$ cat src/rtl/median_window_feeder_if.sv
// Handshake bundle between the pixel source, the median window feeder and the MEDIAN core.
// With MEDFEED_SOF_EN defined the bundle also carries the PIX_SOF frame-start qualifier.
interface median_window_feeder_if #(
  parameter int SIZE = 8
);
  logic [SIZE-1:0] PIX_IN;
  logic            PIX_VALID;
  logic            PIX_READY;
`ifdef MEDFEED_SOF_EN
  logic            PIX_SOF;
`endif
  logic [SIZE-1:0] MED_DI;
  logic            MED_DSI;
  logic [SIZE-1:0] MED_DO;
  logic            MED_DSO;
  logic [SIZE-1:0] PIX_OUT;
  logic            OUT_VALID;

  // feeder side
  modport slave (
    input  PIX_IN,
    input  PIX_VALID,
`ifdef MEDFEED_SOF_EN
    input  PIX_SOF,
`endif
    input  MED_DO,
    input  MED_DSO,
    output PIX_READY,
    output MED_DI,
    output MED_DSI,
    output PIX_OUT,
    output OUT_VALID
  );

  // pixel source / MEDIAN side
  modport master (
    output PIX_IN,
    output PIX_VALID,
`ifdef MEDFEED_SOF_EN
    output PIX_SOF,
`endif
    output MED_DO,
    output MED_DSO,
    input  PIX_READY,
    input  MED_DI,
    input  MED_DSI,
    input  PIX_OUT,
    input  OUT_VALID
  );
endinterface

$ cat src/rtl/median_window_feeder.sv
// Raster pixel stream -> two line buffers + 3x3 window -> serialised into MEDIAN, one result per
// interior pixel. Define MEDFEED_SOF_EN to add the PIX_SOF frame-restart input.
//
//  state | meaning
//  IDLE  | ready for a pixel; launches a window when an interior pixel is accepted
//  LOAD  | 9 cycles streaming w0..w8 into MEDIAN with DSI high
//  WAIT  | DSI low, waiting for MEDIAN DSO; result captured on DSO
//  DONE  | one-cycle OUT_VALID with the new PIX_OUT
module median_window_feeder #(
  parameter int SIZE  = 8,
  parameter int IMG_W = 8,
  parameter int IMG_H = 8
) (
  input  logic                   CLK,
  input  logic                   nRST,
  median_window_feeder_if.slave  bus
);

  localparam int CW = $clog2(IMG_W);
  localparam int RW = $clog2(IMG_H);
  localparam logic [CW-1:0] COL_LAST = CW'(IMG_W - 1);
  localparam logic [RW-1:0] ROW_LAST = RW'(IMG_H - 1);

  typedef enum logic [1:0] {IDLE, LOAD, WAIT, DONE} state_t;

  state_t          state, state_nx;
  logic [CW-1:0]   col, col_at;
  logic [RW-1:0]   row, row_at;
  logic [3:0]      ld_cnt;
  logic [SIZE-1:0] pix_out;
  logic [SIZE-1:0] med_di;
  logic            med_dsi, out_valid, pix_ready, xfer, launch;

  logic [SIZE-1:0] lb_top [IMG_W];
  logic [SIZE-1:0] lb_mid [IMG_W];
  logic [SIZE-1:0] win    [9];

  assign pix_ready = (state == IDLE) && nRST;
  assign xfer      = pix_ready && bus.PIX_VALID;

`ifdef MEDFEED_SOF_EN
  // a start-of-frame pixel is stored as (0,0) regardless of where the counters were
  assign col_at = bus.PIX_SOF ? '0 : col;
  assign row_at = bus.PIX_SOF ? '0 : row;
`else
  assign col_at = col;
  assign row_at = row;
`endif

  assign launch = xfer && (row_at >= RW'(2)) && (col_at >= CW'(2));

  always_ff @(posedge CLK) begin
    if (!nRST) state <= IDLE;
    else       state <= state_nx;
  end

  always_comb begin
    state_nx  = state;
    med_dsi   = 1'b0;
    med_di    = '0;
    out_valid = 1'b0;
    case (state)
      IDLE: if (launch) state_nx = LOAD;
      LOAD: begin
        med_dsi = 1'b1;
        med_di  = win[ld_cnt];
        if (ld_cnt == 4'd8) state_nx = WAIT;
      end
      // DSO is only honoured here; the stale high from the previous window overlaps LOAD
      WAIT: if (bus.MED_DSO) state_nx = DONE;
      DONE: begin
        out_valid = 1'b1;
        state_nx  = IDLE;
      end
      default: state_nx = IDLE;
    endcase
  end

  always_ff @(posedge CLK) begin
    if (!nRST) begin
      col     <= '0;
      row     <= '0;
      ld_cnt  <= '0;
      pix_out <= '0;
    end else begin
      if (xfer) begin
        if (col_at == COL_LAST) begin
          col <= '0;
          row <= (row_at == ROW_LAST) ? '0 : row_at + 1'b1;
        end else begin
          col <= col_at + 1'b1;
          row <= row_at;
        end
      end
      ld_cnt <= (state == LOAD) ? ld_cnt + 4'd1 : 4'd0;
      // captured on the DSO cycle so PIX_OUT is already new while OUT_VALID is high
      if (state == WAIT && bus.MED_DSO) pix_out <= bus.MED_DO;
    end
  end

  // line buffers are read-before-write: the window sees the two previous rows at this column
  always_ff @(posedge CLK) begin
    if (xfer) begin
      lb_top[col_at] <= lb_mid[col_at];
      lb_mid[col_at] <= bus.PIX_IN;
      win[0] <= win[1];
      win[1] <= win[2];
      win[2] <= lb_top[col_at];
      win[3] <= win[4];
      win[4] <= win[5];
      win[5] <= lb_mid[col_at];
      win[6] <= win[7];
      win[7] <= win[8];
      win[8] <= bus.PIX_IN;
    end
  end

  assign bus.PIX_READY = pix_ready;
  assign bus.MED_DI    = med_di;
  assign bus.MED_DSI   = med_dsi;
  assign bus.PIX_OUT   = pix_out;
  assign bus.OUT_VALID = out_valid;

endmodule
$ cat src/flat_wrapper.sv
// flat-port wrapper written by rule: the top's interface ports become plain ports
module median_window_feeder_flat 
#(
  parameter int SIZE  = 8,
  parameter int IMG_W = 8,
  parameter int IMG_H = 8
)
  (CLK, nRST, bus_PIX_IN, bus_PIX_VALID, bus_MED_DO, bus_MED_DSO, bus_PIX_READY, bus_MED_DI, bus_MED_DSI, bus_PIX_OUT, bus_OUT_VALID);
  median_window_feeder_if #(.SIZE(SIZE)) bus_i ();
  input  logic CLK;
  input  logic nRST;
  input wire logic [$bits(bus_i.PIX_IN)-1:0] bus_PIX_IN;
  input wire logic [$bits(bus_i.PIX_VALID)-1:0] bus_PIX_VALID;
  input wire logic [$bits(bus_i.MED_DO)-1:0] bus_MED_DO;
  input wire logic [$bits(bus_i.MED_DSO)-1:0] bus_MED_DSO;
  output wire logic [$bits(bus_i.PIX_READY)-1:0] bus_PIX_READY;
  output wire logic [$bits(bus_i.MED_DI)-1:0] bus_MED_DI;
  output wire logic [$bits(bus_i.MED_DSI)-1:0] bus_MED_DSI;
  output wire logic [$bits(bus_i.PIX_OUT)-1:0] bus_PIX_OUT;
  output wire logic [$bits(bus_i.OUT_VALID)-1:0] bus_OUT_VALID;
  assign bus_i.PIX_IN = bus_PIX_IN;
  assign bus_i.PIX_VALID = bus_PIX_VALID;
  assign bus_i.MED_DO = bus_MED_DO;
  assign bus_i.MED_DSO = bus_MED_DSO;
  assign bus_PIX_READY = bus_i.PIX_READY;
  assign bus_MED_DI = bus_i.MED_DI;
  assign bus_MED_DSI = bus_i.MED_DSI;
  assign bus_PIX_OUT = bus_i.PIX_OUT;
  assign bus_OUT_VALID = bus_i.OUT_VALID;
  median_window_feeder #(.SIZE(SIZE), .IMG_W(IMG_W), .IMG_H(IMG_H)) u_core (.CLK(CLK), .nRST(nRST), .bus(bus_i));
endmodule
$ cat config.mk
export PLATFORM = sky130hd
export DESIGN_NAME = median_window_feeder_flat
export DESIGN_NICKNAME = d
export VERILOG_FILES = /design/src/rtl/median_window_feeder_if.sv /design/src/rtl/median_window_feeder.sv /design/src/flat_wrapper.sv
export SDC_FILE = /design/constraint.sdc
export NUM_CORES = 1
export LEC_CHECK = 0
export CORE_ASPECT_RATIO = 0.8
export CORE_MARGIN = 5
export CORE_UTILIZATION = 48
export DETAILED_ROUTE_END_ITERATION = 8
export PLACE_DENSITY = 0.63
export SETUP_SLACK_MARGIN = 0.15
export SLEW_MARGIN = 20
export SYNTH_ARGS = -nofsm -noshare
export SYNTH_HDL_FRONTEND = slang
export SYNTH_SLANG_ARGS = --single-unit
$ cat constraint.sdc
create_clock -name CLK -period 6.25 [get_ports CLK]
set_clock_uncertainty 0.15 [all_clocks]
set_input_delay 1.25 -clock CLK [delete_from_list [all_inputs] [get_ports CLK]]
set_output_delay 1.25 -clock CLK [all_outputs]
set_load 0.05 [all_outputs]
**Yosys cells after proc, flatten, opt, wreduce, memory -nomap -nowiden**

Memories as Yosys holds them, arrays and structs flattened. A register that Yosys moved wholly into a read port is not among the register bits.
Index checks and enable logic that the tools add are counted.

- Memories: 3
- Register bits after elaboration: 20
- Memory bits (writable): 200
- Input bits: 20

- Equality and inequality tests: 9
- Reduce and logical (&&, ||, !) cells: 9
- Order comparisons: 2
- $add $sub $neg: 3
- Multiplexer cells: 16

Memories:

| memory | depth | bits a word | read ports | clocked after Yosys merged registers in | write ports | RTL line | text |
|---|---|---|---|---|---|---|---|
| u_core.win | 9 | 8 | 7 | 1 | 9 | median_window_feeder.sv:36 | `logic [SIZE-1:0] win [9];` |
| u_core.lb_mid | 8 | 8 | 1 | 1 | 1 | median_window_feeder.sv:35 | `logic [SIZE-1:0] lb_mid [IMG_W];` |
| u_core.lb_top | 8 | 8 | 1 | 1 | 1 | median_window_feeder.sv:34 | `logic [SIZE-1:0] lb_top [IMG_W];` |

Operators by type and width:

| kind | count |
|---|---|
| 3-bit 2-to-1 mux | 6 |
| 8-bit 2-to-1 mux | 1 |
| 2-bit one-hot mux with 4 select lines | 1 |
| 3-bit by 1-bit adder with 3-bit output (second input constant) | 2 |
| 3-bit equality test (second input constant) | 2 |
| 3-bit by 2-bit >= comparator with 1-bit output (second input constant) | 2 |
| 2-bit 2-to-1 mux | 3 |
| 1-bit logical AND | 5 |
| 4-bit by 1-bit adder with 4-bit output (second input constant) | 1 |
| 2-bit equality test (second input constant) | 2 |
| 4-bit equality test (second input constant) | 1 |
| 1-bit 2-to-1 mux | 4 |
| 4-bit 2-to-1 mux | 1 |
| 2-bit by 1-bit inequality test with 1-bit output (second input constant) | 2 |
| 2-bit AND reduction | 2 |
| 3-bit AND reduction | 1 |
| 2-bit by 1-bit equality test with 1-bit output (second input constant) | 1 |
| 2-bit logical NOT | 1 |
| 2-bit inequality test (second input constant) | 1 |

**Longest topological paths before layout**

Gate-level depths: netlist of the first run.

- Depth after elaboration: 7
- Depth in mapped cells: 8

**Least setup slack after synthesis of the first run**

OpenSTA, ideal clock, no wires.

- Path type: input -> register
- Start: in bus_PIX_VALID
- End: mem u_core.lb_mid[1][0], enable pin
- Cell stages on the path: 4
- Buffers on the path: 0
- Arrival time: 4.479 ns
- Slack: 1.212 ns
- Required time: 5.691 ns
- Cells stage by stage: nand3_1 > inv_1 > nand2_1 > nor3_1

- Word-level cells in the longest chain between the ends: 3

Ends and longest elaborated chain:

| what | RTL line | text |
|---|---|---|
| from (decl) | flat_wrapper.sv:13 | `input wire logic [$bits(bus_i.PIX_VALID)-1:0] bus_PIX_VALID;` |
| 1-bit logical AND | median_window_feeder.sv:39 | `assign xfer = pix_ready && bus.PIX_VALID;` |
| via u_core.xfer | median_window_feeder.sv:32 | `logic med_dsi, out_valid, pix_ready, xfer, launch;` |
| 1-bit 2-to-1 mux | median_window_feeder.sv:103 | `if (xfer) begin` |
| 1-bit 2-to-1 mux (implied by the code) | median_window_feeder.sv:105 | `lb_mid[col_at] <= bus.PIX_IN;` |
| to (decl) | median_window_feeder.sv:35 |  |

The timed path passes the listed nets, and every way through them passes these cells.

**Worst setup path in the final report of the first run**

- Start: in nRST
- End: out bus_PIX_READY

- Word-level cells in the longest chain between the ends: 1

Ends and longest elaborated chain:

| what | RTL line | text |
|---|---|---|
| from (decl) | flat_wrapper.sv:11 | `input logic nRST;` |
| 1-bit logical AND | median_window_feeder.sv:38 | `assign pix_ready = (state == IDLE) && nRST;` |
| to (decl) | flat_wrapper.sv:16 | `output wire logic [$bits(bus_i.PIX_READY)-1:0] bus_PIX_READY;` |

No other way between the ends.

==> results of run 1 <==
-- kinds of logic after synthesis --
| kind of cell | Yosys count | synth area share [%] |
|---|---|---|
| flip-flops | 223 | 74.4 |
| XOR/XNOR | 2 | 0.202 |
| adder cells (fa/ha/maj) | 13 | 1.87 |
| AO/OA/AOI/OAI | 33 | 2.40 |
| multiplexers | 66 | 15.9 |
| AND/OR/NAND/NOR | 67 | 3.45 |
| buffers and inverters | 28 | 1.73 |
-- through the flow --
step / instances / setup WS, ps / hold WS (ps)
after detailed placement: 691 / 1660 / 278
after floorplan: 432 / 1210 / 271
after global routing: 731 / 1550 / 307
after global placement: 691 / 1690 / 275
final: 731 / 1680 / 294
after CTS: 731 / 1490 / 294
-- registers in the layout, indices dropped and copies added, names as in the netlist, named ones only --
| signal | cells |
|---|---|
| u_core.win | 72 |
| u_core.lb_mid | 64 |
| u_core.lb_top | 64 |
| u_core.bus.PIX_OUT | 8 |
| u_core.ld_cnt | 4 |
| u_core.col | 3 |
| u_core.row | 3 |
| u_core.state | 2 |
-- synth_stat cells (all sizes together), types with 2 or more instances --
cell type    n  share of area (%)
edfxtp     200                 69
mux4        48                 14
nand2       24                1.0
dfxtp       23                5.3
mux2        16                2.1
nor2        15               0.65
ha          13                1.9
nand3       13               0.75
o21ai       11               0.63
buf         10               0.94
a21boi       9               0.78
clkbuf       9               0.40
inv          9               0.39
o22ai        8               0.58
nor3         6               0.35
a21oi        2               0.12
and2         2               0.14
mux2i        2               0.23
nand2b       2               0.14
xnor2        2               0.20
-- routing by layer --
layer	vias to the layer above	GRT usage (%)	part of all wire, %
li1	1875	-	-
met1	2079	22.3	48
met2	90	23.2	45
met3	25	3.03	4.7
met4	0	3.69	2.1
met5	-	0	0
-- layout by cell type, fill, tap and decap left out, types with 2 or more instances in the layout --
cell type,netlist,final
a21boi_0,9,9
a21oi_1,2,2
and2_1,2,2
buf_4,1,10
bufinv_16,0,3
clkbuf_1,8,6
clkbuf_16,0,23
clkdlybuf4s50_1,0,38
clkinv_1,0,3
clkinvlp_4,0,3
dfxtp_1,23,22
edfxtp_1,200,200
ha_1,13,13
inv_1,9,8
mux2_2,16,16
mux2i_1,2,2
mux4_1,28,28
mux4_2,20,20
nand2_1,24,24
nand2b_1,2,2
nand3_1,13,13
nor2_1,15,15
nor3_1,6,2
nor3_2,0,2
nor3_4,0,2
o21ai_0,11,11
o22ai_1,8,8
xnor2_1,2,2
-- cell type report --
| class | instances | area (um^2) | share of cell area (%) |
|---|---|---|---|
| tap | 230 | 288 | 2.85 |
| clock inverter | 10 | 129 | 1.28 |
| inverter | 9 | 33.8 | 0.334 |
| sequential | 223 | 6470 | 64.0 |
| multi-input combinational | 181 | 2110 | 20.9 |
| clock buffer | 30 | 612 | 6.06 |
| timing repair buffer | 48 | 455 | 4.51 |
-- critical path, delay by kind of cell --
kind	cells	cell delay, ps
simple gates	1	210
buf+inv	2	1710
-- power breakdown --
part           internal, mW  switching (mW)  total (mW)
clock                 0.810           0.530        1.34
sequential             1.67          0.0154        1.69
combinational        0.0560          0.0674       0.123
-- worst max-delay path by stage --
stage | end | cells past startpoint
6_report | bus_PIX_READY | 3
5_1_grt | bus_PIX_READY | 3
4_1_cts | bus_MED_DI[5] | 5
3_5_place_dp | bus_PIX_READY | 3
3_3_place_gp | bus_PIX_READY | 3
2_1_floorplan | u_core.lb_mid[1][0]$_DFFE_PP_ | 4
==> results.ini, run 1 <==
[run_status]
status=finished clean

[sta]
max_slew_margin_pct=33.2
tns_ps=0
finalCriticalPeriod_ps=4570
rsz0062_at_grt=no
slew_violations=0
min_period_over_period_pct=73.1
max_freq_mhz=219
tightest_slew_ps=999
hold_viol_final=0
setup_violations=0

[synth]
synthCells=432
synth_cell_types=33
ys_seq_elements=223
synth_warnings=0
syn_nets=465
seq_area_frac_synth_pct=74.4
synthArstFlopShare_pct=0
synthFlopType=edfxtp_1
synth.avg_cell_area_um2=20.1
synth_area_um2=8690
synth_edf_count=200

[grt]
track_usage_pct=15.0
grt_pass1_vias=4121
antenna_found_initial=0
grt_pass1_wl_mm=24.1
grt-ovfl-total=0
grt_start_max_net_pins=46

[route]
finalWirelength_mm=15.4
routedWlPerCell_um=21.0
viasPerCell=5.57
remaining_drc_errors=0
firstDrtPassIters=4
vias=4069
antenna_left=0
drt_iter0_markers=307

[setup_path]
crit_start=nRST
worst_setup_path_start_kind=input port
crit_type=input port to primary output
path_max_fanout=24
r2r_end=u_core.lb_mid[1][5]$_DFFE_PP_
cp.required_ps=4850
rr_worst_depth=7
rrSetupSlack_ps=3350
endpoint_kind=primary output
crit_chain=clkdlybuf4s50_1 > and2_1 > clkdlybuf4s50_1
cp_common_cell=clkdlybuf4s50_1
crit_path_top_delay_cell=clkdlybuf4s50_1
cpPeakStageDelay_ps=910
r2r_start=u_core.state[0]$_SDFFE_PN0P_
worst_ep_arrival_time_ps=3170

[floorplanning]
die_y_um=130
fp.dieArea_um2=20900
fp-row-count=44
fp.dieW_um=160
core_um2=17900
start_util_pct=48.4
ios=39

[finish]
fin_nets=518
syn_to_final_growth_pct=16.2
layout-drive-gt1-share_pct=16.8
postLayoutCoreUtil_pct=56.3
final_design_area_no_fill_um2=10100
fill_cells=1346
antennaDiodeCount=0

[placed_design]
dpl.hpwl_mm=9.23
port_buffers=38
gp_congestion=0.715
dpl_cell_area_um2=9360

[min_path]
hold_depth=0
hp-class=register to register
hold_path.startpoint=u_core.win[1][5]$_DFFE_PP_
worstHoldEndpoint=u_core.win[0][5]$_DFFE_PP_

[cts]
cts_max_path_buffers=3
cts_setup_buffers=0
cts_resized=0
cts.clk_slew.worst_paths_ps=60
clkSinkCount=223
htreeDepth=1
cts_buffers=22
insertion_delay_ps=500
tritoncts=yes
hold_buffers=0
cts_root_buf=clkbuf_16

[power_and_ir_drop]
power_mw=3.15
p_leak_nw=3.28
powerDensity_nw_per_um2=312
irDropWorstVdd_uv=252

[run]
cap_violations=0

Note: power is estimated with default switching activity, not from simulation.
==> run 2, diff against run 1 <==
--- a/config.mk
+++ b/config.mk
@@ -9,7 +9,7 @@
 export CORE_MARGIN = 5
 export CORE_UTILIZATION = 48
 export DETAILED_ROUTE_END_ITERATION = 8
-export PLACE_DENSITY = 0.63
+export PLACE_DENSITY = 0.65
 export SETUP_SLACK_MARGIN = 0.15
 export SLEW_MARGIN = 20
 export SYNTH_ARGS = -nofsm -noshare
==> constraint.sdc (replaced) <==
create_clock -name CLK -period 3.8 [get_ports CLK]
set_clock_uncertainty 0.15 [all_clocks]
set_input_delay 0.76 -clock CLK [delete_from_list [all_inputs] [get_ports CLK]]
set_output_delay 0.76 -clock CLK [all_outputs]
set_load 0.05 [all_outputs]
==> run 2 against run 1 <==
Clock power increased by 51%. Sequential share of layout area increased by 0.21 points. Wire length decreased by 2.2%. Hold slack got worse by 2.2 ps. Largest power group unchanged. Count of clock-buffer cells in the layout decreased by 3. Design area decreased by 0.32%. Non-clock buffer count increased by 3.
==> results.ini, run 2 (synthesized netlist as in run 1, its figures left out) <==
[finish]
syn_to_final_growth_pct=15.8
final_common_cell=edfxtp_1
final_cell_mix=200 x edfxtp_1, 29 x clkdlybuf4s50_1, 28 x mux4_1
layout-drive-gt1-share_pct=16.9
postLayoutCoreUtil_pct=56.1
largest_reg_flops=72
antennaDiodeCount=0
reg_top3=u_core.win: 72 flops, u_core.lb_mid: 64 flops, u_core.lb_top: 64 flops
fin_nets=521
largest_register=u_core.win
final_design_area_no_fill_um2=10100

[grt]
grt_pass1_wl_mm=23.9
track_usage_pct=14.7
antenna_found_initial=0
grt_start_max_net_pins=78
grt-ovfl-total=0
grt_pass1_vias=4136

[floorplanning]
fp.dieArea_um2=20900
fp-row-count=44
fp.dieW_um=160
ios=39
start_util_pct=48.4
die_y_um=130
core_um2=17900

[sta]
min_period_over_period_pct=83.4
hold_viol_final=0
setup_violations=0
finalCriticalPeriod_ps=3170
rsz0062_at_grt=no
slew_violations=0
tns_ps=0
max_slew_margin_pct=38.4
max_freq_mhz=316
hold_ws_ps=292
tightest_slew_ps=922

[setup_path]
worst_ep_arrival_time_ps=2260
cp.required_ps=2890
rrSetupSlack_ps=1320
endpoint_kind=primary output
worst_setup_path_start_kind=register
path_max_fanout=20
crit_type=register to primary output

[power_and_ir_drop]
power_mw=4.99
p_leak_nw=3.41
irDropWorstVdd_uv=324
powerDensity_nw_per_um2=496

[cts]
cts_max_path_buffers=3
cts.clk_slew.worst_paths_ps=60
cts_buffers=22
hold_buffers=0
tritoncts=yes
clkSinkCount=223
cts_resized=0
insertion_delay_ps=490
htreeDepth=1
cts_root_buf=clkbuf_16
cts_setup_buffers=0

[run]
cap_violations=0

[route]
viasPerCell=5.51
routedWlPerCell_um=20.5
finalWirelength_mm=15.0
firstDrtPassIters=4
vias=4045
antenna_left=0
remaining_drc_errors=0
drt_iter0_markers=253

[placed_design]
gp_congestion=0.743
port_buffers=38
dpl_cell_area_um2=9370
dpl.hpwl_mm=8.72

[run_status]
status=finished clean

[min_path]
hp-class=register to register

run 2: changes by cell type in the layout (fill, tap and decap cells not counted), sizes merged, moves of 2 or more:
cell / before / now
clkdlybuf4s50: 38 / 29
dlymetal6s2s: 0 / 8
clkinv: 4 / 10
buf: 10 / 14
clkbuf: 30 / 27
bufinv: 3 / 1
run 2: metal layers:
| metal | wire [um] | share of wire [%] | global-route usage (%) |
|---|---|---|---|
| met1 | 7030 | 47 | 21.5 |
| met2 | 6800 | 45 | 23.1 |
| met3 | 936 | 6.2 | 3.03 |
| met4 | 271 | 1.8 | 3.49 |
| met5 | 0 | 0 | 0 |
run 2: path summary, 6_finish.rpt:
kind / start / endpoint / depth (start not counted)
worst min register to register: u_core.win[4][4]$_DFFE_PP_ / u_core.win[3][4]$_DFFE_PP_ / 0
worst max register to register: u_core.state[1]$_SDFFE_PN0P_ / u_core.win[8][0]$_DFFE_PP_ / 5
worst max-delay path: u_core.ld_cnt[0]$_SDFF_PN0_ / bus_MED_DI[3] / 5
worst min-delay path: u_core.win[4][4]$_DFFE_PP_ / u_core.win[3][4]$_DFFE_PP_ / 0
run 2: metrics by stage:
| stage | setup WS (ps) | std cells |
|---|---|---|
| 2_1_floorplan | 426 | 432 |
| 3_3_place_gp | 766 | 694 |
| 3_5_place_dp | 716 | 694 |
| 4_1_cts | 180 | 734 |
| 5_1_grt | 456 | 734 |
| 6_report | 631 | 734 |
run 2: area by class of cell:
type,instances,area [um^2]
clock buffer,27,591
clock inverter,13,86.3
fill,1351,7880
inverter,9,37.5
multi-input combinational,181,2100
sequential,223,6470
tap,230,288
timing repair buffer,51,495
run 2: power by group:
group	internal (mW)	total, mW	switching, mW
clock	1.17	2.02	0.851
combinational	0.0921	0.191	0.0991
sequential	2.75	2.78	0.0344
total	4.01	4.99	0.984
run 2: worst max-delay path: stages (launching register included):
cell and delay (ps):
dfxtp_1 320, buf_4 330, mux4_2 540, o22ai_1 170
nor2_1 80, dlymetal6s2s_1 310
==> run 3, diff against run 2 <==
==> constraint.sdc (replaced) <==
create_clock -name CLK -period 2.67 [get_ports CLK]
set_clock_uncertainty 0.15 [all_clocks]
set_input_delay 0.534 -clock CLK [delete_from_list [all_inputs] [get_ports CLK]]
set_output_delay 0.534 -clock CLK [all_outputs]
set_load 0.05 [all_outputs]
==> run 3 against run 2 <==
Combinational power up 60%. Hold slack lost 1.2 ps. Flip-flop and latch count stayed put. Clock power is 48% higher. Utilization is 1.8 points higher. Highest routed layer unchanged. Die area did not move. Global-route usage is 0.44 points lower. Design area grew 3.2%. Count of clock-buffer cells in the layout increased by 5. Critical path type unchanged. Sequential share of layout area is 1.9 points lower. Critical endpoint is now bus_MED_DI[4].
==> results.ini, run 3 (synthesized netlist as in run 1, its figures left out) <==
[floorplanning]
start_util_pct=48.4
fp.dieW_um=160
fp.dieArea_um2=20900
die_y_um=130
fp-row-count=44
ios=39
core_um2=17900

[cts]
cts_root_buf=clkbuf_16
cts_max_path_buffers=3
cts.clk_slew.worst_paths_ps=60
insertion_delay_ps=490
cts_buffers=23
clkSinkCount=223
tritoncts=yes
htreeDepth=1

[placed_design]
dpl_cell_area_um2=9520
port_buffers=38
dpl.hpwl_mm=8.94
placed_cells=696
gp_congestion=0.709

[power_and_ir_drop]
irDropWorstVdd_uv=519
powerDensity_nw_per_um2=697
p_leak_nw=3.41

[route]
antenna_left=0
vias=4043
routedWlPerCell_um=19.9
viasPerCell=5.46
finalWirelength_mm=14.7
firstDrtPassIters=4
remaining_drc_errors=0
drt_iter0_markers=253

[sta]
setup_violations=0
hold_viol_final=0
rsz0062_at_grt=yes
finalCriticalPeriod_ps=2670
hold_ws_ps=291
min_period_over_period_pct=99.9
slew_violations=0
max_freq_mhz=375
tightest_slew_ps=510
max_slew_margin_pct=66.0

[finish]
syn_to_final_growth_pct=19.5
fin_cells=741
final_common_cell=edfxtp_1
largest_register=u_core.win
layout-drive-gt1-share_pct=25.4
fin_nets=528
antennaDiodeCount=0
final_cell_mix=200 x edfxtp_1, 28 x mux4_1, 27 x clkdlybuf4s50_1
final_design_area_no_fill_um2=10400
reg_top3=u_core.win: 72 flops, u_core.lb_mid: 64 flops, u_core.lb_top: 64 flops
largest_reg_flops=72

[grt]
grt_pass1_vias=4071
grt_pass1_wl_mm=23.2
track_usage_pct=14.3
antenna_found_initial=0
grt_start_max_net_pins=73
grt-ovfl-total=0

[run]
cap_violations=0

[setup_path]
endpoint_kind=primary output
cp.required_ps=1990
worst_ep_arrival_time_ps=1980
crit_type=register to primary output
worst_setup_path_start_kind=register
path_max_fanout=7

[run_status]
status=finished clean

[min_path]
hp-class=register to register

run 3: layer usage:
layer  vias up  global-route usage, %  wire, um
met5         -                      0         0
met4         0                   3.44       300
met3        26                   2.90       642
li1       1892                      -         -
met2        82                   22.5      6680
met1      2043                   20.8      7090
run 3: worst paths after layout:
check / start / endpoint / slack (ps) / cells past startpoint
max reg2reg: register / u_core.win[5][0]$_DFFE_PP_ / 620 / 3
min: u_core.win[8][6]$_DFFE_PP_ / u_core.win[7][6]$_DFFE_PP_ / 290 / 0
max: u_core.ld_cnt[0]$_SDFF_PN0_ / bus_MED_DI[4] / 3 / 6
min reg2reg: u_core.win[8][6]$_DFFE_PP_ / u_core.win[7][6]$_DFFE_PP_ / 290 / 0
run 3: critical path, stage by stage, from the launching register on:
cell     delay [ps]
dfxtp_4         400
buf_6           120
buf_16          120
mux4_2          500
o22ai_2         140
nor2_2           60
buf_6           150
run 3: cell type report:
cell class | count | area, um^2
Sequential cell | 223 | 6470
Inverter | 9 | 37.5
Multi-Input combinational cell | 181 | 2240
Clock buffer | 32 | 641
Fill cell | 1349 | 7560
Clock inverter | 9 | 68.8
Timing Repair Buffer | 57 | 646
Tap cell | 230 | 288
run 3: repair_timing:
action	4_1_cts	5_1_grt
gates cloned	2	0
buffers inserted	2	0
hold buffers	0	0
setup endpoints to repair	8	9
pin swaps	9	1
gates resized for setup	19	3
run 3: through the flow:
step                util, %  setup TNS, ps  total power, mW  setup slack (ps)
global placement       53.1              0             4.31               262
global route           57.9           -346             7.50             -58.4
floorplan                 -          -1470             4.20             -59.5
detailed placement     53.1              0             4.33               236
finish                 57.9              0             7.24              3.39
CTS                    57.8          -47.7             7.33             -22.6
run 3: power breakdown:
part	internal, mW	switching (mW)
Combinational	0.143	0.163
Sequential	3.91	0.0356
Clock	1.77	1.22
